==> src/rtl/alu_74382_seq.sv <==
`default_nettype none
// ============================================================================
// Module   : alu_74382_seq
// Purpose  : Slice-serial sequencer for a single external alu_74382 instance.
//            It accepts one wide operation (ALU_W*SLICES bits) and feeds the
//            ALU one ALU_W-bit slice per cycle, LSB slice first. The ALU
//            carry_out is registered and fed back as the next slice's
//            carry_in. The assembled result is returned over valid/ready.
//
// Ports    : clk, rst            - clock; asynchronous active-high reset
//            in_valid/in_ready   - request handshake
//            in_sel, in_carry    - 74382 function select, slice-0 carry_in
//            in_a, in_b          - wide operands (ALU_W*SLICES bits)
//            alu_sel, alu_carry_in, alu_port_a, alu_port_b
//                                - drive into the ALU
//            alu_result, alu_overflow, alu_carry_out
//                                - returned from the ALU
//            out_valid/out_ready - result handshake
//            out_result          - assembled wide result
//            out_carry           - carry_out of the last slice
//            out_overflow        - overflow of the last slice
//            out_zero            - all-zero result flag (only when the
//                                  ALU_SEQ_ZERO_FLAG_EN macro is defined)
//
// Options  : `define ALU_SEQ_ZERO_FLAG_EN to build the out_zero port.
//
// Revision : 1.0 - initial release
// ============================================================================
module alu_74382_seq #(
    parameter int ALU_W  = 4,
    parameter int SLICES = 4
) (
    input  logic                      clk,
    input  logic                      rst,
    input  logic                      in_valid,
    output logic                      in_ready,
    input  logic [2:0]                in_sel,
    input  logic                      in_carry,
    input  logic [ALU_W*SLICES-1:0]   in_a,
    input  logic [ALU_W*SLICES-1:0]   in_b,
    output logic [2:0]                alu_sel,
    output logic                      alu_carry_in,
    output logic [ALU_W-1:0]          alu_port_a,
    output logic [ALU_W-1:0]          alu_port_b,
    input  logic [ALU_W-1:0]          alu_result,
    input  logic                      alu_overflow,
    input  logic                      alu_carry_out,
    output logic                      out_valid,
    input  logic                      out_ready,
    output logic [ALU_W*SLICES-1:0]   out_result,
    output logic                      out_carry,
`ifdef ALU_SEQ_ZERO_FLAG_EN
    output logic                      out_zero,
`endif
    output logic                      out_overflow
);

    localparam int c_DW    = ALU_W * SLICES;
    localparam int c_CNT_W = (SLICES > 1) ? $clog2(SLICES) : 1;

    localparam logic [1:0] c_ST_IDLE = 2'd0;
    localparam logic [1:0] c_ST_RUN  = 2'd1;
    localparam logic [1:0] c_ST_DONE = 2'd2;

    logic [1:0]         r_state;
    logic [1:0]         w_state_next;
    logic [c_CNT_W-1:0] r_cnt;
    logic [2:0]         r_sel;
    logic [c_DW-1:0]    r_a;
    logic [c_DW-1:0]    r_b;
    logic               r_carry;
    logic [c_DW-1:0]    r_result;
    logic [c_DW-1:0]    w_result_next;
    logic               r_out_carry;
    logic               r_out_ovf;
    logic               w_last;

    assign w_last = (r_cnt == c_CNT_W'(SLICES - 1));

    // ------------------------------------------------------------------
    // Next-state logic
    // ------------------------------------------------------------------
    always_comb begin
        w_state_next = r_state;
        case (r_state)
            c_ST_IDLE: if (in_valid)  w_state_next = c_ST_RUN;
            c_ST_RUN:  if (w_last)    w_state_next = c_ST_DONE;
            c_ST_DONE: if (out_ready) w_state_next = c_ST_IDLE;
            default:                  w_state_next = c_ST_IDLE;
        endcase
    end

    // ------------------------------------------------------------------
    // Slice select: route slice[cnt] of the operands to the ALU and merge
    // the ALU result into slice[cnt] of the result being assembled.
    // ------------------------------------------------------------------
    always_comb begin
        alu_port_a    = '0;
        alu_port_b    = '0;
        w_result_next = r_result;
        for (int i = 0; i < SLICES; i++) begin
            if (r_cnt == c_CNT_W'(i)) begin
                alu_port_a = r_a[i*ALU_W +: ALU_W];
                alu_port_b = r_b[i*ALU_W +: ALU_W];
                w_result_next[i*ALU_W +: ALU_W] = alu_result;
            end
        end
    end

    assign alu_sel      = r_sel;
    assign alu_carry_in = r_carry;
    assign in_ready     = (r_state == c_ST_IDLE);
    assign out_valid    = (r_state == c_ST_DONE);
    assign out_result   = r_result;
    assign out_carry    = r_out_carry;
    assign out_overflow = r_out_ovf;

    // ------------------------------------------------------------------
    // State and datapath registers
    // ------------------------------------------------------------------
    always_ff @(posedge clk or posedge rst) begin
        if (rst) begin
            r_state     <= c_ST_IDLE;
            r_cnt       <= '0;
            r_sel       <= '0;
            r_a         <= '0;
            r_b         <= '0;
            r_carry     <= 1'b0;
            r_result    <= '0;
            r_out_carry <= 1'b0;
            r_out_ovf   <= 1'b0;
        end else begin
            r_state <= w_state_next;
            case (r_state)
                c_ST_IDLE: begin
                    if (in_valid) begin
                        r_sel   <= in_sel;
                        r_a     <= in_a;
                        r_b     <= in_b;
                        r_carry <= in_carry;
                        r_cnt   <= '0;
                    end
                end
                c_ST_RUN: begin
                    r_result <= w_result_next;
                    r_carry  <= alu_carry_out;
                    if (w_last) begin
                        // Counter parks at 0 so the idle ALU drive is slice 0.
                        r_cnt       <= '0;
                        r_out_carry <= alu_carry_out;
                        r_out_ovf   <= alu_overflow;
                    end else begin
                        r_cnt <= r_cnt + c_CNT_W'(1);
                    end
                end
                default: ;
            endcase
        end
    end

`ifdef ALU_SEQ_ZERO_FLAG_EN
    logic r_zero;

    // Evaluated on the merged result so the final slice is included.
    always_ff @(posedge clk or posedge rst) begin
        if (rst) begin
            r_zero <= 1'b0;
        end else if ((r_state == c_ST_RUN) && w_last) begin
            r_zero <= ~|w_result_next;
        end
    end

    assign out_zero = r_zero;
`endif

endmodule
`default_nettype wire

==> config.mk <==
export PLATFORM = sky130hd
export DESIGN_NAME = alu_74382_seq
export DESIGN_NICKNAME = d
export VERILOG_FILES = /design/src/rtl/alu_74382_seq.sv
export SDC_FILE = /design/constraint.sdc
export NUM_CORES = 1
export LEC_CHECK = 0
export CAP_MARGIN = 25
export CELL_PAD_IN_SITES_DETAIL_PLACEMENT = 1
export CELL_PAD_IN_SITES_GLOBAL_PLACEMENT = 2
export CORE_MARGIN = 3
export CORE_UTILIZATION = 33
export DETAILED_ROUTE_END_ITERATION = 10
export PLACE_DENSITY_LB_ADDON = 0.1
export SYNTH_ARGS = -nofsm -noshare
export SYNTH_HDL_FRONTEND = slang
export SYNTH_SLANG_ARGS = --single-unit
==> constraint.sdc <==
create_clock -name clk -period 4.26 [get_ports clk]
set_clock_uncertainty 0.05 [all_clocks]
set_input_delay 0.852 -clock clk [delete_from_list [all_inputs] [get_ports clk]]
set_output_delay 0.852 -clock clk [all_outputs]
set_load 0.01 [all_outputs]
* After elaboration in Yosys (flattened, before gate mapping) *
Index checks and enable logic that the tools add are counted.

storage, ports and cells
  register bits = 58
  bits in latches = 0
  memory bits (writable) = 0
  memory bits (read-only) = 0
  input port bits = 46
  output and inout bits = 32
  memories kept = 0

operators by class
  $add $sub $neg = 1
  $mul = 0
  div/mod/pow operators = 0
  magnitude comparators = 0
  eq/ne operators = 8
  shift operators = 0
  mux-type cells = 17
  bitwise gates (word level) = 0
  reduce and logical (&&, ||, !) cells = 10

operators with widths
  kind                                                   number
  2-to-1 mux 4 bit                                       8
  AND reduction 2 bit                                    6
  2-to-1 mux 2 bit                                       5
  equality test 2 bit, second input constant             3
  one-hot mux 2 bit (3 select lines)                     1
  equality test 2 x 1 -> 1 bit, second input constant    2
  logical NOT 2 bit                                      2
  inequality test 2 bit, second input constant           2
  one-hot mux 2 bit (2 select lines)                     1
  AND reduction 3 bit                                    1
  adder 2 x 1 -> 2 bit, second input constant            1
  inequality test 2 x 1 -> 1 bit, second input constant  1
  one-hot mux 1 bit (2 select lines)                     1
  nonzero test 2 bit                                     1
  2-to-1 mux 1 bit                                       1

* Longest topological paths before layout *
Gate-level depths: netlist of run 1.

  word-level depth = 5
  gate-level depth with buffers = 6
  depth with buffers taken out = 5

* Worst setup path before layout of run 1 *
OpenSTA, ideal clock, no wires.

  path type = register to output
  start point = reg r_cnt[0]
  end point = out alu_port_a[3]
  arrival = 1474 ps
  required time = 3358 ps
  slack = 1884 ps
  stages on the path, launching flop included = 7
  buffers on the path = 1
  cell sequence = dfrtp_1 -> inv_1 -> ha_1 -> nor2b_1 -> clkbuf_1 -> a22oi_1 -> a221oi_1

between the ends
  word-level cells in the longest chain between the ends = 5
  elaborated cells on any way between the ends = 8
  those cells by class = 3 x eq/ne; 4 x mux; 1 x reduce/logical

RTL lines
  item                           line  source
  start: declaration             67    logic [c_CNT_W-1:0] r_cnt;
  start signal: assignment       153   r_cnt <= r_cnt + c_CNT_W'(1);
  logical NOT 2 bit              102   if (r_cnt == c_CNT_W'(i)) begin
  2-to-1 mux 4 bit (3 in a row)  102
  2-to-1 mux 4 bit *             102
  end: declaration               43    output logic [ALU_W-1:0] alu_port_a,

Every way passes the cells marked *; elsewhere a longest branch is shown, timed or not.

* Worst setup path after layout of run 1 *
  start point = reg r_cnt[1]
  end point = out alu_port_a[3]

The elaborated chain is that of the path after synthesis.

==> flow_summary.toml, run 1 <==
[route]
drt_pass1_iterations = 3
finalWirelength_um = 5910
routedWlPerCell_um = 16.2
detailroute.via_count = 1714
drtIter0Drc = 38
drcViolationCount = 0
final_antenna_net_count = 0
viasPerCell = 4.71

[timing]
fin_crit_sh_pct = 86.3
period_needed_ps = 3680
timing.slew.headroom_pct = 51.3
setup_tns_ps = 0
drv_slew = 0
max_slew.worst_pin.slew_ps = 730
holdWs_ps = 455
setup_viol = 0
rsz0062_at_grt = "false"
hold_viol_final = 0
timing.fmax_ghz = 0.272

[cells_and_area]
drive_gt1_share_pct = 27.5
final_area_mm2 = 0.00352
area_growth_pct = 40.8
nNetsFinal = 310
stdcell_count = 364
final_cell_mix = "clkdlybuf4s50_1, dfrtp_1, mux2_2"
diodes = 0
final_common_cell = "clkdlybuf4s50_1"

[placed_design]
port_buffers = 77
dpl.hpwl_um = 4240
dp_cells = 348
place_area_mm2 = 0.00336
gp_congestion = 0.725

[worst_setup_path]
cp-end-kind = "primary output"
cp-start-kind = "flop"
reg2reg_from = "r_state[0]"
crit_path_start = "r_cnt[1]"
critical_path.max_fanout = 11
path_cells = "inv_1 -> ha_1 -> nor2b_1 -> a22oi_1 -> a221oi_1 -> clkdlybuf4s50_1"
critPathKind = "flop to primary output"
worst_path_max_delay_cell = "clkdlybuf4s50_1"
worstPathArrival_ps = 2770
critPathMaxStageDelay_ps = 600
cp_data_required_time_ps = 3360

[floorplan]
rows = 31
die_y_um = 93.1
die_w_um = 93.1
initial_utilization_pct = 34.3
pin_count = 78
die_area_mm2 = 0.00866
coreArea_mm2 = 0.00729

[synth]
synth_nets = 227
syn-instance-count = 177
synth_top_cell_by_area = "dfrtp_1"
synth_edf_count = 0
ys_dominant_reg_cell = "dfrtp_1"
synth_seq_cells = 58
ys_warn_count = 0
yosys-top-cells-area = "dfrtp_1, mux2_2, a22oi_1"
syn_area_per_cell_um2 = 14.1
synth_top_area_share_pct = 58.0
seq_area_frac_synth_pct = 58.0
synth_area_mm2 = 0.00250
async_reset_ff_share_pct = 100
synth_cell_types = 30

[power_and_ir_drop]
p_total_mw = 2.70
p_leak_nw = 1.45
power_density_mw_per_mm2 = 768
ir_drop_mv = 0.379

[clock_tree]
cts-root-buf = "clkbuf_8"
cts.repair.resized = 0
cts_buffers = 9
cts_buffer_depth = 2
cts.sinks = 58
ctsHtreeMaxLevel = 3
hold_buffers = 0
clock_latency_ps = 320
clk_pin_slew_ps = 60
post_cts_buffers = 0
cts_tree = "yes"

[grt]
grt_antenna_before_repair = 0
grt_usage_pct = 14.9
gr-total-overflow = 0
grt_pass1_wl_um = 9800
grt_pass1_vias = 1922
grt_max_degree = 36

[hold_path]
min_path_type = "flop to flop"
holdCritStartpoint = "alu_sel[2]"

[run]
max_cap_viol_count = 0

[run_status]
outcome = "finished, final reports clean"
-- metal layers --
metal	up-vias	global-route usage (%)	part of all wire, %
li1	802	-	-
met1	856	19.1	44
met2	51	22.7	47
met3	5	7.08	7.8
met5	-	0	0
met4	0	3.66	1.0
-- registers in the layout, summed over array words and instances (netlist names) --
name	cells
alu_carry_in	1
out_result	16
r_state	2
r_a	16
out_carry	1
out_overflow	1
r_b	16
r_cnt	2
alu_sel	3
-- cells by family after synthesis --
kind of cell,Yosys count,synth area share [%]
buffers and inverters,12,2.75
DFF,58,58.0
and+or+nand+nor,22,5.95
adders and majority gates,4,2.00
AOI/OAI and AO/OA,28,7.15
muxes,53,24.2
-- power breakdown --
group,total (mW),switching (mW),internal [mW],leakage (nW)
registers,1.01,0.170,0.835,0.681
clock network,0.426,0.201,0.224,0.0872
logic,1.27,0.510,0.762,0.685
-- cells in the mapped netlist, types with 2 or more instances --
library cell,instances
inv_1,5
mux2_4,2
nand2_1,7
ha_1,4
o22ai_1,6
nand2b_1,2
a21oi_1,7
mux2_2,51
nor2_1,3
nor2b_1,2
clkbuf_1,2
a22oi_1,7
o21ai_0,3
dfrtp_1,58
buf_6,3
-- worst max-delay path: cells and delay by family, from the launching register on --
family                     cells  cell delay (ps)
buffers and inverters          2              680
and+or+nand+nor                1              530
AOI/OAI and AO/OA              2              510
DFF                            1              400
adders and majority gates      1              340
-- layout make-up --
type | count | area, um2
Inverter | 6 | 22.5
Clock buffer | 13 | 149
Multi-Input combinational cell | 107 | 982
Clock inverter | 3 | 15.0
Tap cell | 99 | 124
Fill cell | 769 | 3770
Timing Repair Buffer | 78 | 778
Sequential cell | 58 | 1450
-- per-stage QoR --
stage / utilization, % / setup WS [ps]
6_report: 48.3 / 583
3_3_place_gp: 46.1 / 980
2_1_floorplan: - / 1880
4_1_cts: 48.3 / 525
5_1_grt: 48.3 / 373
3_5_place_dp: 46.1 / 880
-- path summary, 6_finish.rpt --
kind,end,slack (ps),cells after the start
min in group asynchronous,out_result[14],920,2
min reg2reg,alu_sel[2],450,1
max,alu_port_a[3],580,6
max in group asynchronous,r_a[14],2430,3
max reg2reg,r_a[14],2570,3
min,alu_sel[2],450,1
No activity file was read; power rests on OpenSTA's default activity.
==> run 2, diff against run 1 <==
Settings changed: ABC_CLOCK_PERIOD_IN_PS set to 4260, HOLD_SLACK_MARGIN set to 0.12.
==> results of run 2 <==
Final layout, timing and power as in run 1 (identical DEF).
